[src/rtl/mem_arbiter.sv]
// Memory arbiter: grants D-side writes/fills and I-side fills onto one port.
// Reads are tracked by a tag delay line matching the fixed memory latency.
module mem_arbiter #(
  parameter int LATENCY = 4,
  parameter int WORDS   = 8
) (
  input  logic        clk,
  input  logic        rst_n,
  input  logic        i_req,
  input  logic [15:0] i_addr,
  input  logic        d_req,
  input  logic        d_wr,
  input  logic [15:0] d_addr,
  input  logic [15:0] d_wdata,
  input  logic [15:0] mem_rdata,
  output logic        mem_en,
  output logic        mem_wr,
  output logic [15:0] mem_addr,
  output logic [15:0] mem_wdata,
  output logic [15:0] fill_data,
  output logic [2:0]  fill_idx,
  output logic        i_data_valid,
  output logic        d_data_valid,
  output logic        i_busy,
  output logic        d_busy,
  output logic        i_done,
  output logic        d_done
);

  localparam logic [2:0] LAST = 3'(WORDS - 1);

  typedef enum logic [1:0] {
    IDLE,
    D_WRITE,
    D_FILL,
    I_FILL
  } state_t;

  state_t        r_state;
  state_t        w_next;
  logic [15:0]   r_base;
  logic [3:0]    r_cnt;
  logic [LATENCY-1:0] r_tv;
  logic [LATENCY-1:0] r_to;
  logic [2:0]    r_ti [LATENCY];

  logic          w_fill;
  logic          w_issue;
  logic          w_ret_v;
  logic          w_ret_i;
  logic [2:0]    w_ret_idx;
  logic          w_last;
  logic          w_wr;

  assign w_fill    = (r_state == D_FILL) || (r_state == I_FILL);
  assign w_issue   = w_fill && !r_cnt[3];
  assign w_wr      = (r_state == D_WRITE);
  assign w_ret_v   = r_tv[LATENCY-1];
  assign w_ret_i   = r_to[LATENCY-1];
  assign w_ret_idx = r_ti[LATENCY-1];
  assign w_last    = w_ret_v && (w_ret_idx == LAST);

  // State register
  always_ff @(posedge clk or negedge rst_n) begin
    if (!rst_n) r_state <= IDLE;
    else        r_state <= w_next;
  end

  // Grant priority in IDLE; fills end with the last returned word
  always_comb begin
    w_next = r_state;
    unique case (r_state)
      IDLE: begin
        if (d_req && d_wr)  w_next = D_WRITE;
        else if (d_req)     w_next = D_FILL;
        else if (i_req)     w_next = I_FILL;
      end
      D_WRITE: w_next = IDLE;
      D_FILL:  if (w_last) w_next = IDLE;
      I_FILL:  if (w_last) w_next = IDLE;
      default: w_next = IDLE;
    endcase
  end

  // Block base latched at grant; issue counter runs through the fill
  always_ff @(posedge clk or negedge rst_n) begin
    if (!rst_n) begin
      r_base <= '0;
      r_cnt  <= '0;
    end else if (r_state == IDLE) begin
      r_cnt <= '0;
      if (d_req)      r_base <= d_addr & 16'hFFF0;
      else if (i_req) r_base <= i_addr & 16'hFFF0;
    end else if (w_issue) begin
      r_cnt <= r_cnt + 4'd1;
    end
  end

  // Issue-tag delay line: valid, owner (1 = I-side), word index
  always_ff @(posedge clk or negedge rst_n) begin
    if (!rst_n) begin
      r_tv <= '0;
      r_to <= '0;
      for (int i = 0; i < LATENCY; i++) r_ti[i] <= '0;
    end else begin
      r_tv[0] <= w_issue;
      r_to[0] <= (r_state == I_FILL);
      r_ti[0] <= r_cnt[2:0];
      for (int i = 1; i < LATENCY; i++) begin
        r_tv[i] <= r_tv[i-1];
        r_to[i] <= r_to[i-1];
        r_ti[i] <= r_ti[i-1];
      end
    end
  end

  // Memory port, return path and status outputs
  always_comb begin
    mem_en    = w_issue || w_wr;
    mem_wr    = w_wr;
    mem_addr  = '0;
    mem_wdata = '0;
    if (w_wr) begin
      mem_addr  = d_addr;
      mem_wdata = d_wdata;
    end else if (w_issue) begin
      mem_addr = r_base + {12'd0, r_cnt[2:0], 1'b0};
    end
    fill_data    = w_ret_v ? mem_rdata : '0;
    fill_idx     = w_ret_v ? w_ret_idx : '0;
    i_data_valid = w_ret_v && w_ret_i;
    d_data_valid = w_ret_v && !w_ret_i;
    i_done       = w_last && w_ret_i;
    d_done       = w_wr || (w_last && !w_ret_i);
    i_busy       = (r_state == I_FILL);
    d_busy       = w_wr || (r_state == D_FILL);
  end

endmodule

[config.mk]
export PLATFORM = sky130hd
export DESIGN_NAME = mem_arbiter
export DESIGN_NICKNAME = d
export VERILOG_FILES = /design/src/rtl/mem_arbiter.sv
export SDC_FILE = /design/constraint.sdc
export NUM_CORES = 1
export LEC_CHECK = 0
export CORE_MARGIN = 5
export CORE_UTILIZATION = 33
export DETAILED_ROUTE_END_ITERATION = 12
export GPL_ROUTABILITY_DRIVEN = 0
export HOLD_SLACK_MARGIN = 0.08
export PLACE_DENSITY = 0.78
export SETUP_SLACK_MARGIN = 0.4
export SYNTH_ARGS = -nofsm -noshare
export SYNTH_HDL_FRONTEND = slang
export SYNTH_SLANG_ARGS = --single-unit
[constraint.sdc]
create_clock -name clk -period 1.31 [get_ports clk]
set_input_delay 0.262 -clock clk [delete_from_list [all_inputs] [get_ports clk]]
set_output_delay 0.262 -clock clk [all_outputs]
set_load 0.02 [all_outputs]
==> summary.md <==
| Metric | Value |
|---|---|
| Clock transition at the registers of the reported paths | `~0.08 ns` |
| Failing checks | `negative setup slack` |
| Setup WS post-layout | `-0.669 ns` |
| Syn Nets | `~280` |
| Net Sw Power | `~0.0047 W` |
| Post-layout min period | `approximately 2 ns` |
| DRC | `0` |
| Die outline area | `approximately 0.0075 mm^2` |
| FF/Latch Area | `953 um^2` |
| Syn. warnings | `0` |
| Skew-Pair Late Insertion Delay | `about 0.28 ns` |
| Standard-cell rows | `28` |
| Most frequent cells in the layout | `buf_6 (76), clkdlybuf4s50_1 (63), and2_4 (37)` |
| Multi-input gate area | `roughly 0.0015 mm^2` |
| CTS tree | `yes` |
| Clock power frac | `8.9%` |
| Flop2flop setup slack | `-0.48 ns` |
| Fmax | `505 MHz` |
| Final Slew Violations | `0` |
| Area Overhead vs Synth | `150%` |
| Seq cells post-synth | `38` |
| Final #Nets | `roughly 460` |
| Yosys top cell area share | `between 40 and 50%` |
| Critical path arrival | `approximately 1.7 ns` |
| Chip width | `86.7 um` |
| Ports | `128` |
| Util after Layout | `a little over four fifths` |
| Post-Route WL | `approximately 9800 um` |
| DRT antenna net count | `0` |
| H-tree depth | `2` |
| Die height | `86.7 um` |
| Antenna cells | `0` |
| Core area | `about 0.0058 mm^2` |
| Commonest non-fill, non-tap cell in the layout | `buf_6` |
| P_int | `about 0.007 W` |
| Final hold violation count | `0` |
| Hpwl dp | `around 4800 um` |
| Total Neg Setup Slack | `-32.96 ns` |
| Syn avg cell area | `between 9 and 10 um^2` |
| GRT overflow | `0` |
| Largest net degree at the start of global routing | `25` |
| IO buf count | `between 100 and 150` |
| Starting DRT DRC Count | `between 90 and 100` |
| Max clock buf depth | `2` |
| Placed cells | `roughly 420` |
| WP data required | `~1.1 ns` |
| Pwr Density | `about 2400 mW/mm^2` |
| Tot GR Track Use | `between 20% and 30%` |
| Area contributors post-synth | `dfrtp_1 (49%), and2_1 (12%), nand2_1 (8.7%), mux2i_1 (7.2%), o21ai_0 (6.4%)` |
| Sequential Power Share | `approximately 17%` |
| Sink Count | `38` |
| Mapped Area | `around 0.002 mm^2` |
| Static leakage | `approximately 2.3 nW` |
| Max-slew headroom | `79.6%` |
| Status | `finished, violations left` |
| Crit Path Category | `reg2out` |
| Finished Layout Cells | `roughly 470` |
| Fillers | `between 200 and 300` |
| CTS Root Buffer Type | `clkbuf_8` |
| Critical Path End Type | `primary output` |
| Final worst-path cycle share | `151%` |
| CTS buffer count | `5` |
| Via count | `approximately 2300` |
| Setup crit start kind | `register` |
| Vias in the first global route | `approximately 2300` |
| CP Max Fanout | `4` |
| Initial Util | `33.4%` |
| Synth cell types | `24` |
| Avg WL per Cell | `21.0 um` |
| Pre-antenna DRT Iters | `4` |
| Layout Skew | `between 0.006 and 0.007 ns` |
| Max Cap Viol | `0` |
| Hold crit path type | `reg2reg` |
| Sw frac | `40.3%` |
| Comb power frac | `between 70% and 80%` |
| RSZ-0062 raised after global routing | `true` |
| Mapped Cells | `204` |
| Tot Pwr | `between 0.01 and 0.015 W` |
| Least-Margin Pin Slew | `0.297 ns` |
| Proportion of layout cells with a drive suffix above 1 | `between 60% and 70%` |
| Sequential fraction of the synthesis area | `49.0%` |
| Yosys top cell by area | `dfrtp_1` |
| Max VDD drop | `1980 uV` |
| Final setup fails | `78` |
| First-pass GRT wire length | `~12000 um` |
| Initial antenna violation count | `0` |
| Vias per inst | `between 4 and 5` |
-- per-stage QoR --
step,hold WS (ns),instance area [um^2],worst slack (ns)
3_3_place_gp,0.199,3800,-0.784
3_5_place_dp,0.197,3800,-0.821
2_1_floorplan,-0.0336,2390,-0.174
6_report,0.354,4850,-0.669
4_1_cts,0.350,4400,-0.589
5_1_grt,0.366,4850,-0.713
-- kinds of logic (layout without fill, tap and decap cells) --
| group | after synthesis | in the layout | share of synthesized area [%] |
|---|---|---|---|
| buf+inv | 17 | 202 | 5.80 |
| xor+xnor | 1 | 1 | 0.451 |
| mux | 14 | 14 | 7.22 |
| simple gates | 92 | 92 | 23.1 |
| flops | 38 | 38 | 49.0 |
| fa+ha+maj | 5 | 5 | 3.22 |
| compound gates | 37 | 39 | 11.3 |
-- timing repair --
item / CTS / global route
hold buffers: 1 / 0
pin swaps: 14 / 25
hold endpoints to repair: 14 / 0
gates resized for setup: 392 / 70
setup buffers: 16 / 10
cloned: 6 / 6
setup endpoints to repair: 78 / 103
-- cell usage after synthesis --
| library cell | instances |
|---|---|
| nand2b_1 | 1 |
| inv_1 | 4 |
| o21bai_1 | 1 |
| buf_6 | 6 |
| a21oi_1 | 2 |
| nor2b_1 | 1 |
| xnor2_1 | 1 |
| o21ai_1 | 3 |
| o21ai_0 | 25 |
| ha_1 | 5 |
| mux2i_1 | 14 |
| nand2_1 | 45 |
| a2bb2oi_1 | 2 |
| dfrtp_1 | 38 |
| and2_1 | 37 |
| buf_2 | 3 |
| clkbuf_1 | 4 |
| nand4_1 | 1 |
| a41oi_1 | 1 |
| nor2_1 | 6 |
| or2_1 | 1 |
| a31o_2 | 1 |
| o21ai_4 | 1 |
| o21ba_2 | 1 |
-- sequential cells by signal, indices dropped and copies added, names as in the netlist --
| name | cells |
|---|---|
| r_base | 12 |
| r_tv | 4 |
| r_to | 4 |
| r_ti | 9 |
| r_state | 2 |
| w_ret_idx | 3 |
| r_cnt | 4 |
-- metal layers --
metal  vias to the layer above  wire length, um  global-route usage [%]
met2                       112             5300                    37.3
li1                       1050                -                       -
met3                        10              584                    4.56
met5                         -                0                       0
met4                         0              103                    5.10
met1                      1129             3810                    25.6
-- path summary, 6_finish.rpt --
check,depth (start not counted),startpoint,endpoint
setup / recovery,7,r_state[0]$_DFFE_PN0P_,mem_addr[3]
hold / removal,0,r_tv[2]$_DFF_PN0_,r_tv[3]$_DFF_PN0_
setup reg to reg,8,r_state[1]$_DFFE_PN0P_,r_cnt[3]$_DFFE_PN0P_
hold reg to reg,0,r_tv[2]$_DFF_PN0_,r_tv[3]$_DFF_PN0_
max in group asynchronous,3,rst_n,r_to[1]$_DFF_PN0_
min in group asynchronous,2,rst_n,r_base[7]$_DFFE_PN0P_
-- worst max-delay path, stage by stage (launching register included) --
cell,delay (ns)
dfrtp_2,0.46
inv_2,0.11
ha_4,0.19
o21ba_4,0.24
buf_12,0.13
nand2_4,0.05
o21ai_4,0.12
buf_6,0.13
-- final cells by class --
| class | instances | share of cell area, % |
|---|---|---|
| multi-input cells | 151 | 31.1 |
| clock buffers | 7 | 1.78 |
| inverters | 4 | 0.310 |
| clock inverters | 1 | 0.619 |
| repair buffers | 190 | 44.6 |
| flip-flops and latches | 38 | 19.7 |
| well taps | 75 | 1.93 |
-- power by group through the flow --
stage / clock [W] / combinational (W) / sequential, W
3_5_place_dp: 0 / 0.00531 / 0.00189
4_1_cts: 0.00102 / 0.00702 / 0.00189
3_3_place_gp: 0 / 0.00520 / 0.00187
5_1_grt: 0.00112 / 0.00900 / 0.00207
6_report: 0.00104 / 0.00864 / 0.00203
2_1_floorplan: 0 / 0.00349 / 0.00185
(Power assumes the default switching activity.)
